$ cat src/rtl/axi_config_regbank.sv
// Configuration register bank behind the AXI config bridge: byte-writable control
// registers, a live status word, an interrupt pending/mask pair and a read-only ID.
module axi_config_regbank #(
  parameter int                    ADDR_WIDTH = 32,
  parameter int                    DATA_WIDTH = 32,
  parameter int                    STRB_WIDTH = DATA_WIDTH / 8,
  parameter int                    NUM_CTRL   = 4,
  parameter logic [DATA_WIDTH-1:0] CTRL_RESET = '0,
  parameter logic [DATA_WIDTH-1:0] VERSION    = 32'h0001_0000,
  parameter logic [ADDR_WIDTH-1:0] BASE_ADDR  = '0
) (
  input  logic                           clk,
  input  logic                           rst,
  input  logic [ADDR_WIDTH-1:0]          raddr,
  input  logic                           rd,
  output logic [DATA_WIDTH-1:0]          rdata,
  output logic                           rvalid,
  input  logic                           wr,
  input  logic [ADDR_WIDTH-1:0]          waddr,
  input  logic [DATA_WIDTH-1:0]          wdata,
  input  logic [STRB_WIDTH-1:0]          wstrb,
  output logic [NUM_CTRL*DATA_WIDTH-1:0] ctrl_out,
  output logic [NUM_CTRL-1:0]            ctrl_wr_pulse,
  input  logic [DATA_WIDTH-1:0]          status_in,
  input  logic [DATA_WIDTH-1:0]          irq_event,
  output logic                           irq
);

  localparam int OFF_BITS = $clog2(STRB_WIDTH);
  localparam logic [ADDR_WIDTH-1:0] IDX_STATUS = ADDR_WIDTH'(NUM_CTRL);
  localparam logic [ADDR_WIDTH-1:0] IDX_PEND   = ADDR_WIDTH'(NUM_CTRL + 1);
  localparam logic [ADDR_WIDTH-1:0] IDX_MASK   = ADDR_WIDTH'(NUM_CTRL + 2);
  localparam logic [ADDR_WIDTH-1:0] IDX_ID     = ADDR_WIDTH'(NUM_CTRL + 3);

  logic [DATA_WIDTH-1:0] ctrl [NUM_CTRL];
  logic [DATA_WIDTH-1:0] irq_pend;
  logic [DATA_WIDTH-1:0] irq_mask;

  logic                  r_in_range, w_in_range;
  logic [ADDR_WIDTH-1:0] ridx, widx;
  logic [DATA_WIDTH-1:0] byte_mask;
  logic [DATA_WIDTH-1:0] read_mux;
  logic [NUM_CTRL-1:0]   ctrl_hit;
  logic                  pend_hit, mask_hit;
  logic [DATA_WIDTH-1:0] pend_clr;

  // Addresses below the base would wrap on subtraction, so they are flagged unmapped.
  assign r_in_range = (raddr >= BASE_ADDR);
  assign w_in_range = (waddr >= BASE_ADDR);
  assign ridx       = (raddr - BASE_ADDR) >> OFF_BITS;
  assign widx       = (waddr - BASE_ADDR) >> OFF_BITS;

  // NOTE: every always_comb output gets a default first so no latch is inferred.
  always_comb begin
    byte_mask = '0;
    for (int i = 0; i < STRB_WIDTH; i++)
      byte_mask[i*8 +: 8] = {8{wstrb[i]}};
  end

  always_comb begin
    read_mux = '0;
    if (r_in_range) begin
      for (int k = 0; k < NUM_CTRL; k++)
        if (ridx == ADDR_WIDTH'(k)) read_mux = ctrl[k];
      if (ridx == IDX_STATUS) read_mux = status_in;
      if (ridx == IDX_PEND)   read_mux = irq_pend;
      if (ridx == IDX_MASK)   read_mux = irq_mask;
      if (ridx == IDX_ID)     read_mux = VERSION;
    end
  end

  always_comb begin
    ctrl_hit = '0;
    for (int k = 0; k < NUM_CTRL; k++)
      ctrl_hit[k] = wr && w_in_range && (widx == ADDR_WIDTH'(k));
  end

  assign pend_hit = wr && w_in_range && (widx == IDX_PEND);
  assign mask_hit = wr && w_in_range && (widx == IDX_MASK);
  assign pend_clr = pend_hit ? (wdata & byte_mask) : '0;

  always_comb begin
    ctrl_out = '0;
    for (int k = 0; k < NUM_CTRL; k++)
      ctrl_out[k*DATA_WIDTH +: DATA_WIDTH] = ctrl[k];
  end

  // NOTE: sequential state uses non-blocking assignments so a same-cycle read sees the pre-write value.
  always_ff @(posedge clk or posedge rst) begin
    if (rst) begin
      rvalid        <= 1'b0;
      rdata         <= '0;
      ctrl_wr_pulse <= '0;
      irq_pend      <= '0;
      irq_mask      <= '0;
      // NOTE: the control array is a handful of flops with a defined reset value, not a RAM, so it is reset.
      for (int k = 0; k < NUM_CTRL; k++) ctrl[k] <= CTRL_RESET;
    end else begin
      rvalid        <= rd;
      if (rd) rdata <= read_mux;
      ctrl_wr_pulse <= ctrl_hit;
      for (int k = 0; k < NUM_CTRL; k++)
        if (ctrl_hit[k]) ctrl[k] <= (ctrl[k] & ~byte_mask) | (wdata & byte_mask);
      if (mask_hit) irq_mask <= (irq_mask & ~byte_mask) | (wdata & byte_mask);
      // New events are OR-ed in after the clear so a same-cycle set wins.
      irq_pend <= (irq_pend & ~pend_clr) | irq_event;
    end
  end

  assign irq = |(irq_pend & irq_mask);

endmodule

$ cat config.mk
export PLATFORM = sky130hd
export DESIGN_NAME = axi_config_regbank
export DESIGN_NICKNAME = d
export VERILOG_FILES = /design/src/rtl/axi_config_regbank.sv
export SDC_FILE = /design/constraint.sdc
export NUM_CORES = 1
export LEC_CHECK = 0
export BUFFER_PORTS_ARGS = -buffer_cell sky130_fd_sc_hd__buf_2
export CAP_MARGIN = 40
export CORE_AREA = 2 2 166 168
export DETAILED_ROUTE_END_ITERATION = 16
export DIE_AREA = 0 0 168 170
export PLACE_DENSITY_LB_ADDON = 0.2
export SETUP_SLACK_MARGIN = 0.1
export SLEW_MARGIN = 20
export SYNTH_ARGS = -nofsm -noshare
export SYNTH_HDL_FRONTEND = slang
export SYNTH_SLANG_ARGS = --single-unit
$ cat constraint.sdc
create_clock -name clk -period 15.2 [get_ports clk]
set_input_delay 1.52 -clock clk [delete_from_list [all_inputs] [get_ports clk]]
set_output_delay 1.52 -clock clk [all_outputs]
set_load 0.005 [all_outputs]
Yosys cells after proc, flatten, opt, wreduce, memory -nomap -nowiden
Cells that the tools add are included.
{"block": "word_totals", "regBits": 229}
{"block": "op_classes", "n_eq_ne": 12, "order_cmp": 2, "bitwise_logic": 16, "muxes": 10, "reduce_logical": 10}
{"operator": "32-bit two-way mux", "n": 10}
{"operator": "32-bit AND", "n": 8}
{"operator": "32-bit OR", "n": 6}
{"operator": "30-bit by 3-bit == test with 1-bit output (second input constant)", "n": 6}
{"operator": "30-bit by 2-bit == test with 1-bit output (second input constant)", "n": 4}
{"operator": "32-bit by 1-bit greater-or-equal comparator with 1-bit output (second input constant)", "n": 2}
{"operator": "32-bit logical NOT", "n": 2}
{"operator": "32-bit inverter", "n": 2}
{"operator": "30-bit by 1-bit == test with 1-bit output (second input constant)", "n": 2}
{"operator": "32-bit OR reduction", "n": 1}
{"operator": "1-bit logical AND", "n": 7}

Logic depth before layout (Yosys ltp)
Gate-level depths: netlist (run 1).
{"block": "logic_depth", "word_depth": 10, "mapped_depth": 8}

Least setup slack after synthesis (run 1)
Ideal clock, no wire load.
{"block": "synth_timing", "path_kind": "input to register", "from": "input waddr[16]", "to": "register with a tool-made name", "slack_ns": 11.919, "path_stages": 7, "t_arrival_ns": 3.156, "t_required_ns": 15.075, "setup_ns": 0.125, "cell_sequence": "nor4_4 > nand4_4 > or3b_1 > buf_6 > nor2b_4 > buf_12 > mux2_4"}
{"element": "start, declared", "line": "19", "text": "input logic [ADDR_WIDTH-1:0] waddr,"}

Worst setup path in the final report (run 1)
{"block": "layout_timing", "from": "input raddr[4]", "to": "register rdata[18]"}
{"block": "layout_via", "elab_chain_cells": 10}
{"element": "start, declared", "line": "14", "text": "input logic [ADDR_WIDTH-1:0] raddr,"}
{"element": "32-bit logical NOT", "line": "64", "text": "if (ridx == ADDR_WIDTH'(k)) read_mux = ctrl[k];"}
{"element": "32-bit two-way mux (4 in series)", "line": "64"}
{"element": "32-bit two-way mux", "line": "65", "text": "if (ridx == IDX_STATUS) read_mux = status_in;"}
{"element": "32-bit two-way mux", "line": "66", "text": "if (ridx == IDX_PEND) read_mux = irq_pend;"}
{"element": "32-bit two-way mux", "line": "67", "text": "if (ridx == IDX_MASK) read_mux = irq_mask;"}
{"element": "32-bit two-way mux", "line": "68", "text": "if (ridx == IDX_ID) read_mux = VERSION;"}
{"element": "32-bit two-way mux (*)", "line": "62", "text": "if (r_in_range) begin"}
{"element": "end signal, assigned", "line": "100", "text": "if (rd) rdata <= read_mux;"}
{"element": "end, declared", "line": "16", "text": "output logic [DATA_WIDTH-1:0] rdata,"}
Every way passes the cells marked *; elsewhere a longest branch is shown, timed or not.
A chain may end at the register's enable or synchronous reset.

==> key figures, run 1 <==
Status
  • Status: finished, final reports clean

Final layout
  • Fill count: 2348
  • Multi-input gate area: 0.00561 mm2
  • Non-Filler Instances: 1687
  • Final nets: roughly 1500
  • Share of cells above drive strength 1: a little over two fifths
  • Register area: 0.00573 mm2
  • Area growth, synth to finish: 22.7%

Placed design
  • Port-buffer cells: 329
  • Placed Cells: 1633
  • DP Worst Slack: between 10 and 15 ns
  • HPWL after detailed placement: ~28 mm
  • GPL Wtd Cong: 0.824

Die
  • Die height: 170 um
  • Die footprint: 0.0286 mm2
  • Ports: 334
  • Initial Util: 44.3%
  • Row count: 60
  • Core area: between 0.02 and 0.03 mm2
  • Die width: about 170 um

Timing
  • Least-Margin Pin Slew: ~0.90 ns
  • FMAX: ~260 MHz
  • Final period util: about a quarter
  • Final worst setup slack: about 11 ns
  • Setup TNS: 0 ns
  • Final setup viols: 0
  • Tmin final: 3.79 ns
  • Relative slew slack: approximately 40%
  • RSZ-0062 raised after global routing: no
  • Max Transition Viols Final: 0
  • Worst Hold Slack: 0.494 ns
  • Endpoints failing hold: 0
  • Skew final: 0.0102 ns

Worst setup path
  • Startpoint Class: input pin
  • Crit path kind: input pin to flip-flop
  • Worst-path cell chain: buf_2, inv_1, nor3_1, nand4_1, buf_4, nor2_1, o31ai_1
  • Slowest stage delay, CP: about 0.68 ns
  • Setup crit end kind: flip-flop
  • Arr. time, crit path: around 4.2 ns
  • R2r endpoint: rdata[16]
  • Crit-path slowest cell: buf_2
  • Critical Path RT: ~16 ns
  • CP startpoint: raddr[4]
  • FF-to-FF path depth: 5
  • Critical Path Fanout Max: 32
  • R2R setup slack: 13.69 ns

Synth
  • FFs w/ async S/R, synth: 100%
  • Synth Flop Type: dfrtp_1
  • Post-Syn Instances: 1025
  • Yosys Warn Count: 0
  • Post-synth EDFFs: 0
  • Synth top area share: between 40 and 50%
  • Synth area leaders: dfrtp_1 49%, mux2_2 11%, mux2_4 5.1%, nor2_1 3.6%, a21oi_1 2.2%
  • Synth Register Bits: about 230
  • Yosys cell types: 58
  • Synth top cells by count: 229 x dfrtp_1, 114 x mux2_2, 114 x nor2_1, 51 x a21oi_1, 42 x clkbuf_1
  • Cell with the most instances after synthesis: dfrtp_1
  • Mapped Nets: 1193
  • Netlist Area Pre-Place: 0.0118 mm2
  • Synth area leader: dfrtp_1
  • Avg Cell Area, Syn: 11.5 um2
  • Sequential share of the synthesized area: 48.5%

Clock tree
  • Largest buffer count on any clock path: 3
  • Clk_lat worst skew: roughly 0.53 ns
  • Root Buffer Master: clkbuf_16
  • CTS tree: done
  • # clock sinks: approximately 230
  • Post-CTS setup buffer count: 0
  • Hold-fix buffers, CTS: 0
  • H-tree depth: 1
  • Post-cts sizing count: 0
  • Clk slew on worst S/H paths: 0.06 ns
  • Num CTS Buffers: 27

GRT
  • Initial antenna violation count: 7
  • Vias in the first global route: 9718
  • Largest net degree at the start of global routing: 115
  • First-pass GRT wire length: ~59 mm
  • GRT Overall Usage: between 20% and 30%
  • Grt total ovfl: 0

Worst hold path
  • Hold Path Cell Cnt: 1
  • HP Class: flip-flop to flip-flop
  • Hold Startpoint: irq_pend[0]
  • Min-Delay Endpoint: irq_pend[0]

Route
  • Via count: 9677
  • Met2 wire length: 18.2 mm
  • Drt first pass iters: 5
  • Detail Route Antenna Nets: 0
  • Via density: 5.74
  • WL met1: 16.5 mm
  • Iteration-0 DRC Markers: 591
  • Top sig layer: met5
  • Wire length per cell: around 23 um
  • Metal3 WL: 2.91 mm
  • Routed WL: 38.9 mm
  • Remaining routing DRC violations: 0

Pwr
  • Pwr dens: 91.7 mW/mm2
  • Leakage power: 7.20 nW
  • Overall Power: around 1.3 mW
  • Peak VDD IR: 71.3 uV

Run
  • Maxcap violations: 0
[cell usage in the layout, fill, tap and decap left out, drive strengths merged, types with 5 or more instances in the layout]
| cell type | instances |
|---|---|
| dfrtp | 229 |
| nand2b | 29 |
| inv | 10 |
| o22a | 24 |
| nand3 | 37 |
| a31oi | 29 |
| mux2i | 25 |
| a22oi | 13 |
| and3 | 9 |
| nand4 | 5 |
| a21boi | 26 |
| a21o | 32 |
| o21ai | 8 |
| nor3 | 6 |
| nor2b | 36 |
| and2 | 8 |
| clkinv | 5 |
| nand2 | 11 |
| mux2 | 160 |
| nor2 | 116 |
| nor4 | 12 |
| o31ai | 29 |
| buf | 345 |
| a21oi | 51 |
| clkbuf | 42 |
[through the flow]
step	area (um2)	util, %
final	14500	54.4
after global routing	14500	54.4
after CTS	14400	54.2
after detailed placement	13600	51.0
after global placement	13600	50.8
after floorplan	11800	-
[where the power goes]
| group | switching (mW) | total, mW | internal [mW] | leakage (nW) |
|---|---|---|---|---|
| Combinational | 0.0635 | 0.0973 | 0.0337 | 3.75 |
| Clock | 0.254 | 0.622 | 0.368 | 0.419 |
| Sequential | 0.0000232 | 0.610 | 0.610 | 3.03 |
| Total | 0.317 | 1.33 | 1.01 | 7.20 |
[critical path, delay by kind of cell]
| family | cells | cell delay (ns) |
|---|---|---|
| AND/OR/NAND/NOR | 3 | 0.94 |
| AO/OA/AOI/OAI | 1 | 0.08 |
| buffers and inverters | 3 | 1.62 |
[how the worst max path moves through the flow]
stage | end | slack (ns)
2_1_floorplan | asynchronous set/reset pin | 7.40
3_3_place_gp | rdata[1] | 10.85
3_5_place_dp | rdata[1] | 10.89
4_1_cts | irq | 11.42
5_1_grt | rdata[15] | 11.21
6_report | rdata[18] | 11.41
[layout make-up]
class	instances	area share, %
inverters	9	0.285
clock inverters	7	0.457
multi-input cells	710	38.7
flip-flops and latches	229	39.5
well taps	341	2.94
clock buffers	41	5.37
diodes	4	0.0690
repair buffers	346	12.6
[layer usage]
metal,global-route usage [%],vias up
li1,-,4354
met1,35.6,4838
met2,43.1,401
met3,5.70,80
met4,10.4,4
met5,0,-
[cell families after synthesis]
group,after synthesis,synth area share (%)
AND/OR/NAND/NOR,288,14.4
AO/OA/AOI/OAI,233,13.7
multiplexers,189,19.4
flip-flops,229,48.5
buffers and inverters,86,4.02
Power figures use the tool's default switching activity.
==> run 2, diff against run 1 <==
- clock period: 15.2 -> 3.87 ns (I/O delays scaled with it)
==> run 2 against run 1 <==
- die area is the same
- clock power increased to 3.5 times the previous value
- register-to-register slack got worse by 11 ns
- critical endpoint is now irq
- largest cell class unchanged
==> key figures, run 2 (synthesized netlist as in run 1, its figures left out) <==
Status
  • Status: finished, final reports clean

Timing
  • Least-Margin Pin Slew: 0.740 ns (-0.160 ns)
  • FMAX: 386 MHz
  • Final period util: 67.0%
  • Endpoints failing hold: 0 (unchanged)
  • Final worst setup slack: 1.28 ns (-10.13 ns)
  • Worst Hold Slack: 0.0338 ns (-0.460 ns)
  • RSZ-0062 raised after global routing: no
  • Setup TNS: 0 ns (unchanged)
  • Relative slew slack: 50.7% (+11 points)
  • Max Transition Viols Final: 0 (unchanged)
  • Tmin final: 2.59 ns
  • Final setup viols: 0 (unchanged)
  • Skew final: 0.0146 ns (+0.00441 ns)

Final layout
  • Non-Filler Instances: 1693 (+0.36%)
  • Commonest non-fill, non-tap cell in the layout: buf_2
  • Fin util: 54.3% (-0.061 points)
  • Area growth, synth to finish: 22.6%
  • Final nets: 1499 (+0.54%)
  • Final non-filler cell area: 0.0145 mm2 (-0.11%)
  • Share of cells above drive strength 1: 42.6% (+0.14 points)
  • Fill count: 2415 (+2.9%)
  • Commonest cells after routing, fill and taps aside: 328 x buf_2, 229 x dfrtp_1, 114 x mux2_2

Worst setup path
  • Startpoint Class: flip-flop
  • Top delay family on crit path: simple AND/OR/NAND/NOR gates
  • CP bufs+invs: 1 (-2)
  • Crit-path slowest cell: or4_1
  • Setup crit end kind: output port
  • Worst-path cell chain: a22o_1, a221oi_1, nand3_1, or4_1, buf_2
  • Crit path kind: flip-flop to output port
  • Critical Path Fanout Max: 3 (-91%)
  • Critical Path Stages: 5 (-2)
  • R2r endpoint: rdata[16]
  • R2R setup slack: 2.38 ns (-11.31 ns)
  • FF-to-FF path depth: 5 (unchanged)
  • Arr. time, crit path: 2.20 ns (-1.99 ns)
  • Critical Path RT: 3.48 ns (-12.11 ns)
  • Slowest stage delay, CP: 0.50 ns (-0.18 ns)

Pwr
  • Leakage power: 7.18 nW (-0.23%)
  • Peak VDD IR: 260 uV (+260%)
  • Overall Power: 4.99 mW (+280%)
  • Pwr dens: 345 mW/mm2 (+280%)

Clock tree
  • # clock sinks: 229 (unchanged)
  • Clk slew on worst S/H paths: 0.06 ns (about the same)
  • Root Buffer Master: clkbuf_16
  • Hold-fix buffers, CTS: 1 (+1)
  • Clk_lat worst skew: 0.53 ns (about the same)
  • CTS tree: done
  • Post-cts sizing count: 0 (unchanged)
  • H-tree depth: 1 (unchanged)
  • Post-CTS setup buffer count: 0 (unchanged)
  • Largest buffer count on any clock path: 3 (unchanged)
  • Num CTS Buffers: 25 (-7.4%)

Route
  • Remaining routing DRC violations: 0 (unchanged)
  • Detail Route Antenna Nets: 0 (unchanged)
  • Iteration-0 DRC Markers: 612 (+3.6%)
  • Wire length per cell: 23.2 um (+0.42%)
  • Drt first pass iters: 5 (unchanged)
  • Via count: 9534 (-1.5%)
  • Routed WL: 39.2 mm (+0.78%)
  • Via density: 5.63 (-1.8%)

Die
  • Die footprint: 0.0286 mm2 (unchanged)
  • Row count: 60 (unchanged)
  • Core area: 0.0267 mm2 (unchanged)
  • Initial Util: 44.3% (unchanged)
  • Die width: 168 um (unchanged)
  • Die height: 170 um (unchanged)
  • Ports: 334 (unchanged)

Worst hold path
  • Hold Path Cell Cnt: 2 (+1)
  • HP Class: input pin to flip-flop
  • Hold Startpoint: irq_event[28]
  • Min-Delay Endpoint: irq_pend[28]

Placed design
  • Port-buffer cells: 329 (unchanged)
  • Dpl cell area: 0.0137 mm2 (+0.83%)
  • Placed Cells: 1643 (+0.61%)
  • GPL Wtd Cong: 0.837 (+1.6%)
  • HPWL after detailed placement: 28.4 mm (+2.1%)
  • DP Worst Slack: 0.912 ns (-9.98 ns)

GRT
  • First-pass GRT wire length: 58.6 mm (about the same)
  • Grt total ovfl: 0 (unchanged)
  • Vias in the first global route: 9665 (-0.55%)
  • Largest net degree at the start of global routing: 91 (-21%)
  • GRT Overall Usage: 26.9% (+0.14 points)
  • Initial antenna violation count: 3 (-4)

Run
  • Maxcap violations: 0 (unchanged)
-- run 2: cell count changes in the layout (fill, tap and decap cells not counted), sizes merged --
cell         change
inv              -1
dlygate4sd3      +1
buf              +9
bufinv           -1
diode            +1
clkinv           -1
clkinvlp         +3
clkbuf           -5
-- run 2: where the power goes --
group          leakage (nW)  switching [mW]  internal [mW]  total [mW]
Combinational          3.80           0.253          0.140       0.393
Sequential             3.03       0.0000945           2.39        2.39
Clock                 0.354           0.974           1.23        2.20
-- run 2: per-layer routing --
| layer | vias to the layer above | track usage, % | wire, um |
|---|---|---|---|
| li1 | 4353 | - | - |
| met2 | 316 | 44.7 | 18400 |
| met1 | 4808 | 36.6 | 17400 |
| met4 | 2 | 7.11 | 945 |
| met5 | - | 0 | 11 |
| met3 | 55 | 4.77 | 2410 |
-- run 2: layout make-up --
type                            instances  area, um2  share of cell area [%]
Sequential cell                       229       5730                    39.6
Multi-Input combinational cell        710       5610                    38.8
Timing Repair Buffer                  356       1930                    13.3
Clock buffer                           36        687                    4.74
Tap cell                              341        427                    2.95
Clock inverter                          7       43.8                   0.302
Inverter                                9       37.5                   0.259
Antenna cell                            5       12.5                  0.0864
-- run 2: how the worst max path moves through the flow --
stage | start | end | slack [ns]
after floorplan | rst | asynchronous set/reset pin | 0.49
after global placement | raddr[19] | rdata[21] | 0.96
after detailed placement | raddr[19] | rdata[2] | 0.91
after CTS | flip-flop | irq | 1.26
after global routing | irq_pend[1] | irq | 1.19
final | flip-flop | irq | 1.28
==> run 3, diff against run 2 <==
- clock period: 3.87 -> 2.5 ns (I/O delays scaled with it)
==> run 3 against run 2 <==
- worst setup slack lost 1.2 ns
- first-iteration DRC count fell by 27%
- sequential cell count unchanged
- clock skew increased by 0.00097 ns
- worst hold slack got worse by 0.024 ns
==> key figures, run 3 (synthesized netlist as in run 1, its figures left out) <==
Placed design
  • HPWL after detailed placement: 29.2 mm (+2.9%)
  • Port-buffer cells: 329 (unchanged)
  • GPL Wtd Cong: 0.843 (+0.62%)
  • Placed Cells: 1671 (+1.7%)
  • Dpl cell area: 0.0139 mm2 (+1.7%)

Route
  • Wire length per cell: 22.6 um (-2.6%)
  • Drt first pass iters: 4 (-1)
  • Iteration-0 DRC Markers: 449 (-27%)
  • Detail Route Antenna Nets: 0 (unchanged)
  • Metal3 WL: 2.66 mm (+10%)
  • Met2 wire length: 19.1 mm (+4.0%)
  • Remaining routing DRC violations: 0 (unchanged)
  • Via density: 5.58 (-0.86%)
  • Routed WL: 39.7 mm (+1.3%)
  • Via count: 9826 (+3.1%)
  • WL met1: 17.1 mm (-2.1%)
  • Top sig layer: met5

Timing
  • Skew final: 0.0155 ns (+0.000972 ns)
  • FMAX: 420 MHz
  • Least-Margin Pin Slew: 0.557 ns (-0.183 ns)
  • RSZ-0062 raised after global routing: yes
  • Relative slew slack: 62.9% (+12 points)
  • Max Transition Viols Final: 0 (unchanged)
  • Endpoints failing hold: 0 (unchanged)
  • Tmin final: about 2.4 ns
  • Worst Hold Slack: 0.00970 ns (-0.0241 ns)
  • Final period util: a little over nine tenths
  • Final setup viols: 0 (unchanged)

Worst setup path
  • Slowest stage delay, CP: 0.49 ns (about the same)
  • Arr. time, crit path: 2.13 ns (-0.07 ns)
  • Startpoint Class: flip-flop
  • Critical Path Fanout Max: 2 (-1)
  • Crit-path slowest cell: or4_4
  • Worst-path cell chain: a22o_1, a221oi_2, nand3_1, or4_4, buf_6
  • Crit path kind: flip-flop to output port
  • Setup crit end kind: output port
  • Critical Path RT: 2.25 ns (-1.23 ns)
  • R2R setup slack: 1.02 ns (-1.36 ns)

Clock tree
  • Num CTS Buffers: 26 (+4.0%)
  • Largest buffer count on any clock path: 3 (unchanged)
  • CTS tree: done
  • H-tree depth: 1 (unchanged)
  • # clock sinks: 229 (unchanged)
  • Root Buffer Master: clkbuf_16
  • Clk slew on worst S/H paths: 0.06 ns (about the same)
  • Clk_lat worst skew: 0.54 ns (about the same)

Final layout
  • Area growth, synth to finish: 29.0%
  • Commonest cells after routing, fill and taps aside: 327 x buf_2, 228 x dfrtp_1, 114 x mux2_2
  • Fill count: 2351 (-2.7%)
  • Final non-filler cell area: 0.0152 mm2 (+5.2%)
  • Final nets: 1569 (+4.7%)
  • Share of cells above drive strength 1: 43.3% (+0.73 points)
  • Antenna fix cells: 0 (-5)
  • Non-Filler Instances: 1760 (+4.0%)
  • Multi-input gate area: 0.00563 mm2 (+0.29%)
  • Register area: 0.00573 mm2 (about the same)
  • Commonest non-fill, non-tap cell in the layout: buf_2
  • Fin util: 57.2% (+2.8 points)

Pwr
  • Combinational share of power: 8.1% (+0.2 points)
  • Internal: 6.27 mW (+67%)
  • Sequential Power Share: 45.0% (-3.0 points)
  • Total net switching power: 1.97 mW (+60%)
  • Clk pwr share: 46.9% (+2.8 points)
  • Overall Power: 8.24 mW (+65%)
  • Switching Share: 23.9% (-0.70 points)
  • Leakage power: 7.57 nW (+5.4%)
  • Pwr dens: 541 mW/mm2 (+57%)
  • Peak VDD IR: 465 uV (+79%)

Die
  • Row count: 60 (unchanged)
  • Initial Util: 44.3% (unchanged)
  • Ports: 334 (unchanged)
  • Core area: 0.0267 mm2 (unchanged)
  • Die footprint: 0.0286 mm2 (unchanged)
  • Die width: 168 um (unchanged)
  • Die height: 170 um (unchanged)

GRT
  • Vias in the first global route: 9905 (+2.5%)
  • Initial antenna violation count: 3 (unchanged)
  • Largest net degree at the start of global routing: 72 (-21%)
  • First-pass GRT wire length: 59.9 mm (+2.2%)
  • Grt total ovfl: 0 (unchanged)
  • GRT Overall Usage: 27.4% (+0.52 points)

Status
  • Status: finished, final reports clean

Worst hold path
  • HP Class: input pin to flip-flop

Run
  • Maxcap violations: 0 (unchanged)
run 3: path summary, 6_finish.rpt:
path / start / end / cells after the start
hold reg to reg: irq_pend[6] / irq_pend[6] / 1
hold / removal: status_in[31] / rdata[31] / 3
setup / recovery: irq_pend[1] / irq / 5
max in group asynchronous: rst / asynchronous set/reset pin / 4
min in group asynchronous: rst / rvalid / 3
setup reg to reg: flip-flop / rdata[16] / 5
run 3: routing by layer:
layer,track usage (%),up-vias
li1,-,4493
met1,36.6,4920
met2,46.2,349
met3,5.49,60
met4,6.73,4
met5,0,-
run 3: area by class of cell:
type                            instances  share of cell area, %
Sequential cell                       229                   37.6
Multi-Input combinational cell        710                   36.9
Timing Repair Buffer                  425                   16.8
Clock buffer                           39                   4.99
Tap cell                              341                   2.80
Clock inverter                          7                  0.616
Inverter                                9                  0.246
run 3: what timing repair did:
action                                  in CTS  in global routing
resized for setup                            3                  2
endpoints found under the setup margin       1                  1
cloned                                       0                  0
endpoints found under the hold margin       47                  0
pin swaps                                    3                  3
buffers inserted                             3                  3
hold buffers                                37                  0
run 3: power by group through the flow:
stage          logic, mW  clock network, mW  registers [mW]
2_1_floorplan      0.285                  0            3.78
3_3_place_gp       0.616                  0            3.78
3_5_place_dp       0.619                  0            3.78
4_1_cts            0.669               3.91            3.71
5_1_grt            0.725               4.07            3.70
6_report           0.668               3.86            3.71
run 3: worst max-delay path, delay by kind of cell (launching register included):
kind / cells / cell delay, ns
flip-flops: 1 / 0.39
AO/OA/AOI/OAI: 2 / 0.45
AND/OR/NAND/NOR: 2 / 0.61
buffers and inverters: 1 / 0.14
run 3: stage by stage:
stage / setup WS (ns) / TNS [ns]
2_1_floorplan: -0.744 / -170.37
3_3_place_gp: 0.208 / 0
3_5_place_dp: 0.169 / 0
4_1_cts: 0.0881 / 0
5_1_grt: 0.0585 / 0
6_report: 0.119 / 0
